### src/rtl/board_pkg.sv
// board_pkg: definitions shared by the board generator and the board player.
//   - status_e      : game_status encoding
//   - SOLVED_BOARD  : target board 0123
//   - DIR_*         : move directions (the direction the blank moves)
//   - board_valid() : tile range, distinctness and solvability check
package board_pkg;

  localparam int unsigned TILE_W  = 3;
  localparam int unsigned BOARD_W = 4 * TILE_W;

  typedef enum logic [1:0] {
    CHOSE_BOARD  = 2'b00,
    GAMING       = 2'b01,
    GAME_INITIAL = 2'b10,
    WINNED       = 2'b11
  } status_e;

  localparam logic [BOARD_W-1:0] SOLVED_BOARD = 12'b000_001_010_011;

  localparam logic [1:0] DIR_UP    = 2'b00;
  localparam logic [1:0] DIR_DOWN  = 2'b01;
  localparam logic [1:0] DIR_LEFT  = 2'b10;
  localparam logic [1:0] DIR_RIGHT = 2'b11;

  // A board is playable when its tiles are 0..3, all distinct, and the three
  // non-blank tiles read around the ring pos0,pos1,pos3,pos2 are a rotation
  // of (1,3,2) -- the only cyclic order reachable from 0123.
  function automatic logic board_valid(input logic [BOARD_W-1:0] b);
    logic [TILE_W-1:0] t    [4];
    logic [TILE_W-1:0] ring [4];
    logic [1:0]        seq  [3];
    logic [1:0]        n;
    logic [5:0]        s;
    logic              ok;
    t[0] = b[11:9];
    t[1] = b[8:6];
    t[2] = b[5:3];
    t[3] = b[2:0];
    ok = 1'b1;
    for (int i = 0; i < 4; i++) begin
      if (t[i][2]) ok = 1'b0;
      for (int j = i + 1; j < 4; j++) begin
        if (t[i] == t[j]) ok = 1'b0;
      end
    end
    ring[0] = t[0];
    ring[1] = t[1];
    ring[2] = t[3];
    ring[3] = t[2];
    seq[0] = 2'd0;
    seq[1] = 2'd0;
    seq[2] = 2'd0;
    n = 2'd0;
    for (int k = 0; k < 4; k++) begin
      if (ring[k] != '0 && n < 2'd3) begin
        seq[n] = ring[k][1:0];
        n = n + 2'd1;
      end
    end
    s = {seq[0], seq[1], seq[2]};
    return ok && (s == 6'b01_11_10 || s == 6'b11_10_01 || s == 6'b10_01_11);
  endfunction

endpackage

### src/rtl/board_player_if.sv
// board_player_if: board bus between the generator/controls and the player.
//   master : drives board_in, confirm, quit, move_valid, move_dir
//   slave  : the player; drives game_status, board, move_count,
//            illegal_move, bad_board
interface board_player_if #(
  parameter int unsigned CNT_W = 10
);

  logic [11:0]      board_in;
  logic             confirm;
  logic             quit;
  logic             move_valid;
  logic [1:0]       move_dir;
  logic [1:0]       game_status;
  logic [11:0]      board;
  logic [CNT_W-1:0] move_count;
  logic             illegal_move;
  logic             bad_board;

  modport master (
    output board_in, confirm, quit, move_valid, move_dir,
    input  game_status, board, move_count, illegal_move, bad_board
  );

  modport slave (
    input  board_in, confirm, quit, move_valid, move_dir,
    output game_status, board, move_count, illegal_move, bad_board
  );

endinterface

### src/rtl/blank_mover.sv
// blank_mover: combinational move of the blank tile on a 2x2 board.
//   board_i      : current board, pos0=[11:9] TL .. pos3=[2:0] BR
//   dir_i        : direction the blank moves
//   next_board_o : board after the move (equals board_i when illegal)
//   legal_o      : move stays on the grid
//   blank_pos_o  : position of the blank in board_i
module blank_mover
  import board_pkg::*;
(
  input  logic [BOARD_W-1:0] board_i,
  input  logic [1:0]         dir_i,
  output logic [BOARD_W-1:0] next_board_o,
  output logic               legal_o,
  output logic [1:0]         blank_pos_o
);

  logic [TILE_W-1:0] tiles [4];
  logic [TILE_W-1:0] moved [4];
  logic [1:0]        nbr_pos;

  always_comb begin
    tiles[0] = board_i[11:9];
    tiles[1] = board_i[8:6];
    tiles[2] = board_i[5:3];
    tiles[3] = board_i[2:0];

    blank_pos_o = 2'd0;
    for (int i = 3; i >= 0; i--) begin
      if (tiles[i] == '0) blank_pos_o = 2'(i);
    end

    // Position bit 1 is the row, bit 0 the column: a vertical move flips the
    // row bit, a horizontal move flips the column bit.
    legal_o = 1'b0;
    nbr_pos = blank_pos_o;
    unique case (dir_i)
      DIR_UP: begin
        legal_o = blank_pos_o[1];
        nbr_pos = blank_pos_o ^ 2'b10;
      end
      DIR_DOWN: begin
        legal_o = !blank_pos_o[1];
        nbr_pos = blank_pos_o ^ 2'b10;
      end
      DIR_LEFT: begin
        legal_o = blank_pos_o[0];
        nbr_pos = blank_pos_o ^ 2'b01;
      end
      DIR_RIGHT: begin
        legal_o = !blank_pos_o[0];
        nbr_pos = blank_pos_o ^ 2'b01;
      end
      default: ;
    endcase

    for (int i = 0; i < 4; i++) begin
      moved[i] = tiles[i];
      if (legal_o) begin
        if (2'(i) == blank_pos_o) moved[i] = tiles[nbr_pos];
        else if (2'(i) == nbr_pos) moved[i] = '0;
      end
    end
    next_board_o = {moved[0], moved[1], moved[2], moved[3]};
  end

endmodule

### src/rtl/board_player.sv
// board_player: owns game_status. Latches and validates the chosen board,
// then plays the 2x2 sliding puzzle from one-cycle move pulses.
//   clk_d, rst : clock and synchronous active-high reset
//   bp         : board bus (slave side) -- board_in and controls in,
//                status/board/move_count/pulses out, all outputs registered
module board_player
  import board_pkg::*;
#(
  parameter int unsigned CNT_W   = 10,
  parameter int unsigned CNT_MAX = 999
) (
  input  logic                 clk_d,
  input  logic                 rst,
  board_player_if.slave        bp
);

  status_e            status_q;
  logic [BOARD_W-1:0] board_q;
  logic [CNT_W-1:0]   count_q;
  logic               illegal_q;
  logic               bad_q;

  logic [BOARD_W-1:0] next_board;
  logic               legal;
  logic [1:0]         blank_pos_unused;

  blank_mover u_blank_mover (
    .board_i      (board_q),
    .dir_i        (bp.move_dir),
    .next_board_o (next_board),
    .legal_o      (legal),
    .blank_pos_o  (blank_pos_unused)
  );

  always_ff @(posedge clk_d) begin
    if (rst) begin
      status_q  <= CHOSE_BOARD;
      board_q   <= SOLVED_BOARD;
      count_q   <= '0;
      illegal_q <= 1'b0;
      bad_q     <= 1'b0;
    end else begin
      illegal_q <= 1'b0;
      bad_q     <= 1'b0;
      unique case (status_q)
        CHOSE_BOARD: begin
          // Board previews board_in; a quit alongside confirm cancels the latch.
          board_q <= bp.board_in;
          count_q <= '0;
          if (bp.confirm && !bp.quit) begin
            if (board_valid(bp.board_in)) status_q <= GAME_INITIAL;
            else                          bad_q    <= 1'b1;
          end
        end
        GAME_INITIAL: begin
          if (bp.quit) begin
            status_q <= CHOSE_BOARD;
            count_q  <= '0;
          end else if (board_q == SOLVED_BOARD) begin
            status_q <= WINNED;
          end else begin
            status_q <= GAMING;
          end
        end
        GAMING: begin
          if (bp.quit) begin
            status_q <= CHOSE_BOARD;
            count_q  <= '0;
          end else if (bp.move_valid) begin
            if (legal) begin
              board_q <= next_board;
              if (count_q != CNT_W'(CNT_MAX)) count_q <= count_q + 1'b1;
              if (next_board == SOLVED_BOARD) status_q <= WINNED;
            end else begin
              illegal_q <= 1'b1;
            end
          end
        end
        WINNED: begin
          if (bp.quit || bp.confirm) begin
            status_q <= CHOSE_BOARD;
            count_q  <= '0;
          end
        end
        default: status_q <= CHOSE_BOARD;
      endcase
    end
  end

  assign bp.game_status  = status_q;
  assign bp.board        = board_q;
  assign bp.move_count   = count_q;
  assign bp.illegal_move = illegal_q;
  assign bp.bad_board    = bad_q;

endmodule

### src/flat_wrapper.sv
// flat-port wrapper written by rule: the top's interface ports become plain ports
module board_player_flat import board_pkg::*;
#(
  parameter int unsigned CNT_W   = 10,
  parameter int unsigned CNT_MAX = 999
)
  (clk_d, rst, bp_board_in, bp_confirm, bp_quit, bp_move_valid, bp_move_dir, bp_game_status, bp_board, bp_move_count, bp_illegal_move, bp_bad_board);
  board_player_if #(.CNT_W(CNT_W)) bp_i ();
  input  logic clk_d;
  input  logic rst;
  input wire logic [$bits(bp_i.board_in)-1:0] bp_board_in;
  input wire logic [$bits(bp_i.confirm)-1:0] bp_confirm;
  input wire logic [$bits(bp_i.quit)-1:0] bp_quit;
  input wire logic [$bits(bp_i.move_valid)-1:0] bp_move_valid;
  input wire logic [$bits(bp_i.move_dir)-1:0] bp_move_dir;
  output wire logic [$bits(bp_i.game_status)-1:0] bp_game_status;
  output wire logic [$bits(bp_i.board)-1:0] bp_board;
  output wire logic [$bits(bp_i.move_count)-1:0] bp_move_count;
  output wire logic [$bits(bp_i.illegal_move)-1:0] bp_illegal_move;
  output wire logic [$bits(bp_i.bad_board)-1:0] bp_bad_board;
  assign bp_i.board_in = bp_board_in;
  assign bp_i.confirm = bp_confirm;
  assign bp_i.quit = bp_quit;
  assign bp_i.move_valid = bp_move_valid;
  assign bp_i.move_dir = bp_move_dir;
  assign bp_game_status = bp_i.game_status;
  assign bp_board = bp_i.board;
  assign bp_move_count = bp_i.move_count;
  assign bp_illegal_move = bp_i.illegal_move;
  assign bp_bad_board = bp_i.bad_board;
  board_player #(.CNT_W(CNT_W), .CNT_MAX(CNT_MAX)) u_core (.clk_d(clk_d), .rst(rst), .bp(bp_i));
endmodule
### config.mk
export PLATFORM = sky130hd
export DESIGN_NAME = board_player_flat
export DESIGN_NICKNAME = d
export VERILOG_FILES = /design/src/rtl/board_pkg.sv /design/src/rtl/board_player_if.sv /design/src/rtl/blank_mover.sv /design/src/rtl/board_player.sv /design/src/flat_wrapper.sv
export SDC_FILE = /design/constraint.sdc
export NUM_CORES = 1
export LEC_CHECK = 0
export CORE_MARGIN = 2
export CORE_UTILIZATION = 58
export CTS_CLUSTER_SIZE = 40
export DETAILED_ROUTE_END_ITERATION = 10
export PLACE_DENSITY = 0.91
export SLEW_MARGIN = 20
export SYNTH_ARGS = -nofsm -noshare
export SYNTH_HDL_FRONTEND = slang
export SYNTH_SLANG_ARGS = --single-unit
### constraint.sdc
create_clock -name clk_d -period 8.2 [get_ports clk_d]
set_input_delay 1.64 -clock clk_d [delete_from_list [all_inputs] [get_ports clk_d]]
set_output_delay 1.64 -clock clk_d [all_outputs]
set_load 0.02 [all_outputs]
Word-level counts from Yosys, hierarchy flattened
Index checks and enable logic that the tools add are counted.
W data, S select, Z words.
{ "totals": {"input_bits": 19, "regBits": 26, "word_cells": 191, "output_inout_bits": 26} }
{ "classes": {"magnitude_cmp": 10, "n_eq_ne": 35, "addsub": 3, "n_mux": 94, "bitwise_logic": 10, "reduce_logical": 34} }
{ "op_table": {"columns": ["cell", "n"], "rows": [
  ["$mux W6", 12],
  ["$mux W2", 31],
  ["$mux W10", 6],
  ["$mux W3", 14],
  ["$pmux W10 S4", 1],
  ["$mux W12", 3],
  ["$eq A12 B7 Y1 const B", 2],
  ["$pmux W12 S2", 1],
  ["$bwmux W6", 3],
  ["$eq A3 B3 Y1", 6],
  ["$mux W1", 16],
  ["$demux W2 S2", 3],
  ["$eq A6 B6 Y1 const B", 2],
  ["$ge A3 B3 Y1 const B", 4],
  ["$logic_not A3 Y1", 4],
  ["$not A2 Y3", 4],
  ["$reduce_bool A3 Y1", 4],
  ["$add A10 B1 Y10 const B", 1],
  ["$ne A10 B10 Y1 const B", 1],
  ["$lt A3 B1 Y1 const B", 3],
  ["$ne A3 B2 Y1 const B", 3],
  ["$eq A2 B2 Y1 const A", 4],
  ["$eq A2 B2 Y1 const B", 4],
  ["$logic_and A1 B1 Y1", 8],
  ["other kinds (23)", 46]
]} }

Longest topological paths before layout
{ "depth": {"depth_word": 34, "depth_mapped": 12, "mapped_depth_nobuf": 11} }

Cells and area by module
Synthesis repeated with hierarchy kept, for this count alone.
{ "unflattened": {"hier_cells": 313, "area_unflattened_um2": 2531.2} }
{ "by_module_without_submodules": {"columns": ["mod", "area_per_inst_um2", "n_inst", "cells_each"], "rows": [
  ["board_player", 1896.8, 1, 218],
  ["blank_mover", 634.4, 1, 95]
]} }

Worst setup path before layout
No wires, ideal clock.
{ "synth_path": {"path_kind": "input -> register", "from": "in bp_board_in[10]", "to": "reg u_core.status_q[1], in the netlist u_core.bp.game_status[1]", "arrival_ns": 4.080, "required_ns": 8.127, "stages": 11, "setup_slack_ns": 4.047, "cell_sequence": "clkbuf_1 -> or3_1 -> ha_1 -> nand2b_1 -> o32a_1 -> or3_1 -> a211oi_1 -> and3_1 -> o211ai_1 -> o211ai_1 -> nor3b_2"} }
{ "synth_between": {"elab_chain_cells": 33, "word_cells_on_any_way": 81, "classes_between": "add/sub: 2; order compare: 9; eq/ne: 7; mux: 49; bitwise: 3; reduce/logical: 11"} }
{ "synth_rtl": {"columns": ["element", "line_no", "text"], "rows": [
  ["start, declared", "flat_wrapper.sv:11", "input wire logic [$bits(bp_i.board_in)-1:0] bp_board_in;"],
  ["$reduce_bool A3 Y1", "board_pkg.sv:55", "if (ring[k] != '0 && n < 2'd3) begin"],
  ["$mux W1", "board_pkg.sv:55", null],
  ["$mux W2", "board_player.sv:50", "if (bp.confirm && !bp.quit) begin"],
  ["$mux W2", "board_player.sv:45", "unique case (status_q)"],
  ["$mux W2", "board_player.sv:36", "if (rst) begin"],
  ["$lt A2 B2 Y1", "board_pkg.sv:55", null],
  ["$logic_and A1 B1 Y1", "board_pkg.sv:55", null],
  ["$mux W2", "board_pkg.sv:55", null],
  ["(+16 left out)", null, null],
  ["$mux W6", "board_player.sv:50", null],
  ["$mux W6", "board_player.sv:45", null],
  ["$mux W6", "board_player.sv:36", null],
  ["$eq A6 B5 Y1 or $eq A6 B6 Y1 (tied branches)", "board_pkg.sv:61", "return ok && (s == 6'b01_11_10 || s == 6'b11_10_01 || s == 6'b10_01_11);"],
  ["$logic_or A1 B1 Y1 (2 in a row)", "board_pkg.sv:61", null],
  ["$logic_and A1 B1 Y1 *", "board_pkg.sv:61", null],
  ["$ne A2 B1 Y1 (no line) *", null, null],
  ["$reduce_and A6 Y1 (no line) *", null, null],
  ["end signal, assigned", "board_player.sv:37", "status_q <= CHOSE_BOARD;"],
  ["end signal, assigned", "board_player.sv:51", "if (board_valid(bp.board_in)) status_q <= GAME_INITIAL;"],
  ["end signal, assigned", "board_player.sv:57", "status_q <= CHOSE_BOARD;"],
  ["end, declared", "board_player.sv:17", "status_e status_q;"]
]} }
Every way passes the cells marked *; elsewhere a longest branch is shown, timed or not. The select of a mux whose other input is x is not followed.
A chain may end at the register's enable or synchronous reset.

Worst setup path in the final report
Same ends and word-level chain as after synthesis.

==> impl_metrics.toml <==
[clock_tree]
clk_path_buf_depth = 2
holdBufCountCts = 0
postCtsSetupRepairBufs = 0
cts_tree = "built"
clk_pin_slew_ns = 0.09
numCtsBuffers = 3
htreeDepth = 1
post_cts_resized = 0
insertion_delay_ns = 0.28
clkSinkCount = 26
cts-root-buf = "clkbuf_8"

[route]
dr_wl_met3_um = 731
m1WireLength_um = 2870
wl_um = 7270
drtAntennaViolNets = 0
drtPass1Iterations = 6
first_iter_violations = 326
drc = 0
via_per_inst = 6.83
via_count = 2856
met2_length_um = 3470
top_layer_used = "met4"
detail_route.wl_per_cell_um = 17.4

[critical_path]
r2r-end = "u_core.bp.game_status[1]"
cp_data_required_time_ns = 8.41
rrSetupSlack_ns = 5.29
startpoint_type = "primary input"
crit_fanout = 7
arrival_ns = 4.75
path_buf_inv = 1
cp-startpoint = "bp_board_in[10]"
reg2reg_depth = 8
slowest_delay_ns = 0.56
criticalPathCategory = "primary input to register"
critical-path-slowest-cell = "clkdlybuf4s50_1"
end_kind = "register"
crit_chain = "clkdlybuf4s50_1 -> or3_1 -> ha_1 -> nand2b_1 -> o32a_1 -> or3_1 -> a211oi_1 -> and3_1 -> o211ai_1 -> o211ai_1 -> nor3b_2"
reg2reg_from = "u_core.bp.board[10]"
critical_path_cell_count = 11
cp_top_family = "simple AND/OR/NAND/NOR gates"

[yosys]
synth_edf_count = 0
yosys-top-cells-area = "dfxtp_1 20%, xor2_1 5.8%, nor2_1 5.2%, nand2_1 4.6%, mux2i_1 4.3%"
syn_area_per_cell_sq_um = 7.41
synth_nets = 367
synth_cell_types = 68
yosysWarnings = 0
synth_top_family_by_area = "simple AND/OR/NAND/NOR gates"
synthArstFlopShare_pct = 0
yosysTopAreaCell = "dfxtp_1"
synth_fa_ha_area_share_pct = 1.96
synth_ff_type = "dfxtp_1"
synth_xor_area_share_pct = 7.21
synthSimpleGateAreaFrac_pct = 29.6
synth_mux_area_share_pct = 5.64
synth_seq_cells = 26
synth_compound_area_share_pct = 29.3
synth_top_area_share_pct = 20.4
syn-instance-count = 344
syn_area_sq_um = 2550
yosysSeqAreaShare_pct = 20.4

[sta]
setup-tns-final_ns = 0
finalSetupViolations = 0
rsz0062_at_grt = "no"
timing.fmax_mhz = 220
finClkSkew_ns = 0.00480
final_hold_viol_count = 0
post-route-min-period_ns = 4.54
fin_crit_sh_pct = 55.4
relSlewSlack_pct = 37.4
tightest_slew_ns = 0.938
maxSlewViolCount = 0

[cells_and_area]
n_fill_cell = 363
antennaDiodeCount = 0
drive_gt1_share_pct = 5.19
multi_input_area_sq_um = 1880
mostFrequentLayoutCells = "44 x clkdlybuf4s50_1, 35 x nor2_1, 31 x nand2_1, 26 x dfxtp_1, 18 x o21ai_0"
fin_nets = 390
ff_latch_area_sq_um = 520
areaGrowthSynthToFinish_pct = 18.1
mostFrequentLayoutCell = "clkdlybuf4s50_1"

[floorplanning]
num_io_pins = 45
die_area_sq_um = 4940
start_util_pct = 59.4
die_h_um = 70.3
die_x_um = 70.3
core-area_sq_um = 4290
rows = 24

[min_path]
whs_path_depth = 2
min_path_type = "register to register"
holdPathEnd = "u_core.bp.move_count[9]"
min_from = "u_core.bp.move_count[9]"

[global_routing]
grt_start_max_net_pins = 23
grt_pass1_wl_um = 12300
overflow = 0
antenna_found_initial = 0
grt_pass1_vias = 2656
grt.total_usage_pct = 29.6

[placement]
dp_hpwl_um = 5410
numPortBuffers = 44
gp_congestion = 0.986

[power]
ir_worst_vdd_mv = 0.0762
p_total_w = 0.000346
p_per_area_nw_per_um2 = 115
p_leak_nw = 1.13

[outcome]
outcome = "completed"

[run]
cap_violations = 0
==> layer usage <==
metal	vias up	GRT usage, %
met5	-	0
met4	0	12.0
met3	31	6.06
met2	191	48.5
met1	1305	37.8
li1	1329	-
==> report_power, final <==
group	internal [W]	switching, W	total [W]
logic	0.0000413	0.0000567	0.0000980
registers	0.000130	0.00000935	0.000139
clock network	0.0000654	0.0000436	0.000109
total	0.000236	0.000110	0.000346
==> synthesized netlist by cell type, types with 3 or more instances <==
master,count
xor2_1,17
dfxtp_1,26
o31ai_1,3
a32oi_1,3
and3_1,5
o21ai_0,18
o211ai_1,7
mux2i_1,11
a21oi_1,16
nand2b_1,5
a31oi_1,4
a211oi_1,4
clkbuf_1,19
nand4_1,3
o221ai_1,4
nor2_1,35
nand3b_1,3
inv_1,9
a22oi_1,7
ha_1,4
nor3_1,10
nor2b_1,4
and2_1,4
xnor2_1,4
nor3_2,3
or3_1,8
buf_2,5
nand2_1,31
nor4_1,7
nand3_1,16
==> through the flow <==
step                      worst slack [ns]  hold WS [ns]  utilization [%]  cells  instance area, sq um
after floorplan                       4.05         0.609                -    344                  2550
after global placement                3.44         0.524             68.5    414                  2940
after detailed placement              3.38         0.536             68.5    414                  2940
after CTS                             3.67         0.562             70.1    418                  3010
after global routing                  3.45         0.582             70.1    418                  3010
final                                 3.66         0.553             70.1    418                  3010
==> worst register-to-register path, delay by kind of cell (launching register included) <==
kind,cells,cell delay [ns]
simple gates,3,0.98
compound gates,5,1.33
flops,1,0.53
==> flip-flops by register name (all words and copies together) (netlist names) <==
register,count
u_core.bp.illegal_move,1
u_core.bp.bad_board,1
u_core.bp.game_status,2
u_core.bp.move_count,10
u_core.bp.board,12
==> cells by family after synthesis <==
family,count (synthesis)
AO/OA/AOI/OAI,100
XOR/XNOR,21
multiplexers,14
adder cells (fa/ha/maj),4
AND/OR/NAND/NOR,144
buffers and inverters,35
flip-flops,26
==> how the worst max path moves through the flow <==
stage	slack (ns)	endpoint
final	3.66	u_core.bp.game_status[1]
after global routing	3.45	u_core.bp.game_status[1]
after CTS	3.67	u_core.bp.game_status[1]
after detailed placement	3.38	u_core.bp.game_status[1]
after global placement	3.44	u_core.bp.game_status[1]
after floorplan	4.05	u_core.bp.game_status[1]
==> layout make-up <==
class                   count  share of cell area, %
repair buffers             44                   14.6
flip-flops and latches     26                   17.3
inverters                   9                   1.12
well taps                  52                   2.16
clock buffers               3                   1.37
multi-input cells         283                   62.4
clock inverters             1                  0.997
No activity file was read; power rests on OpenSTA's default activity.
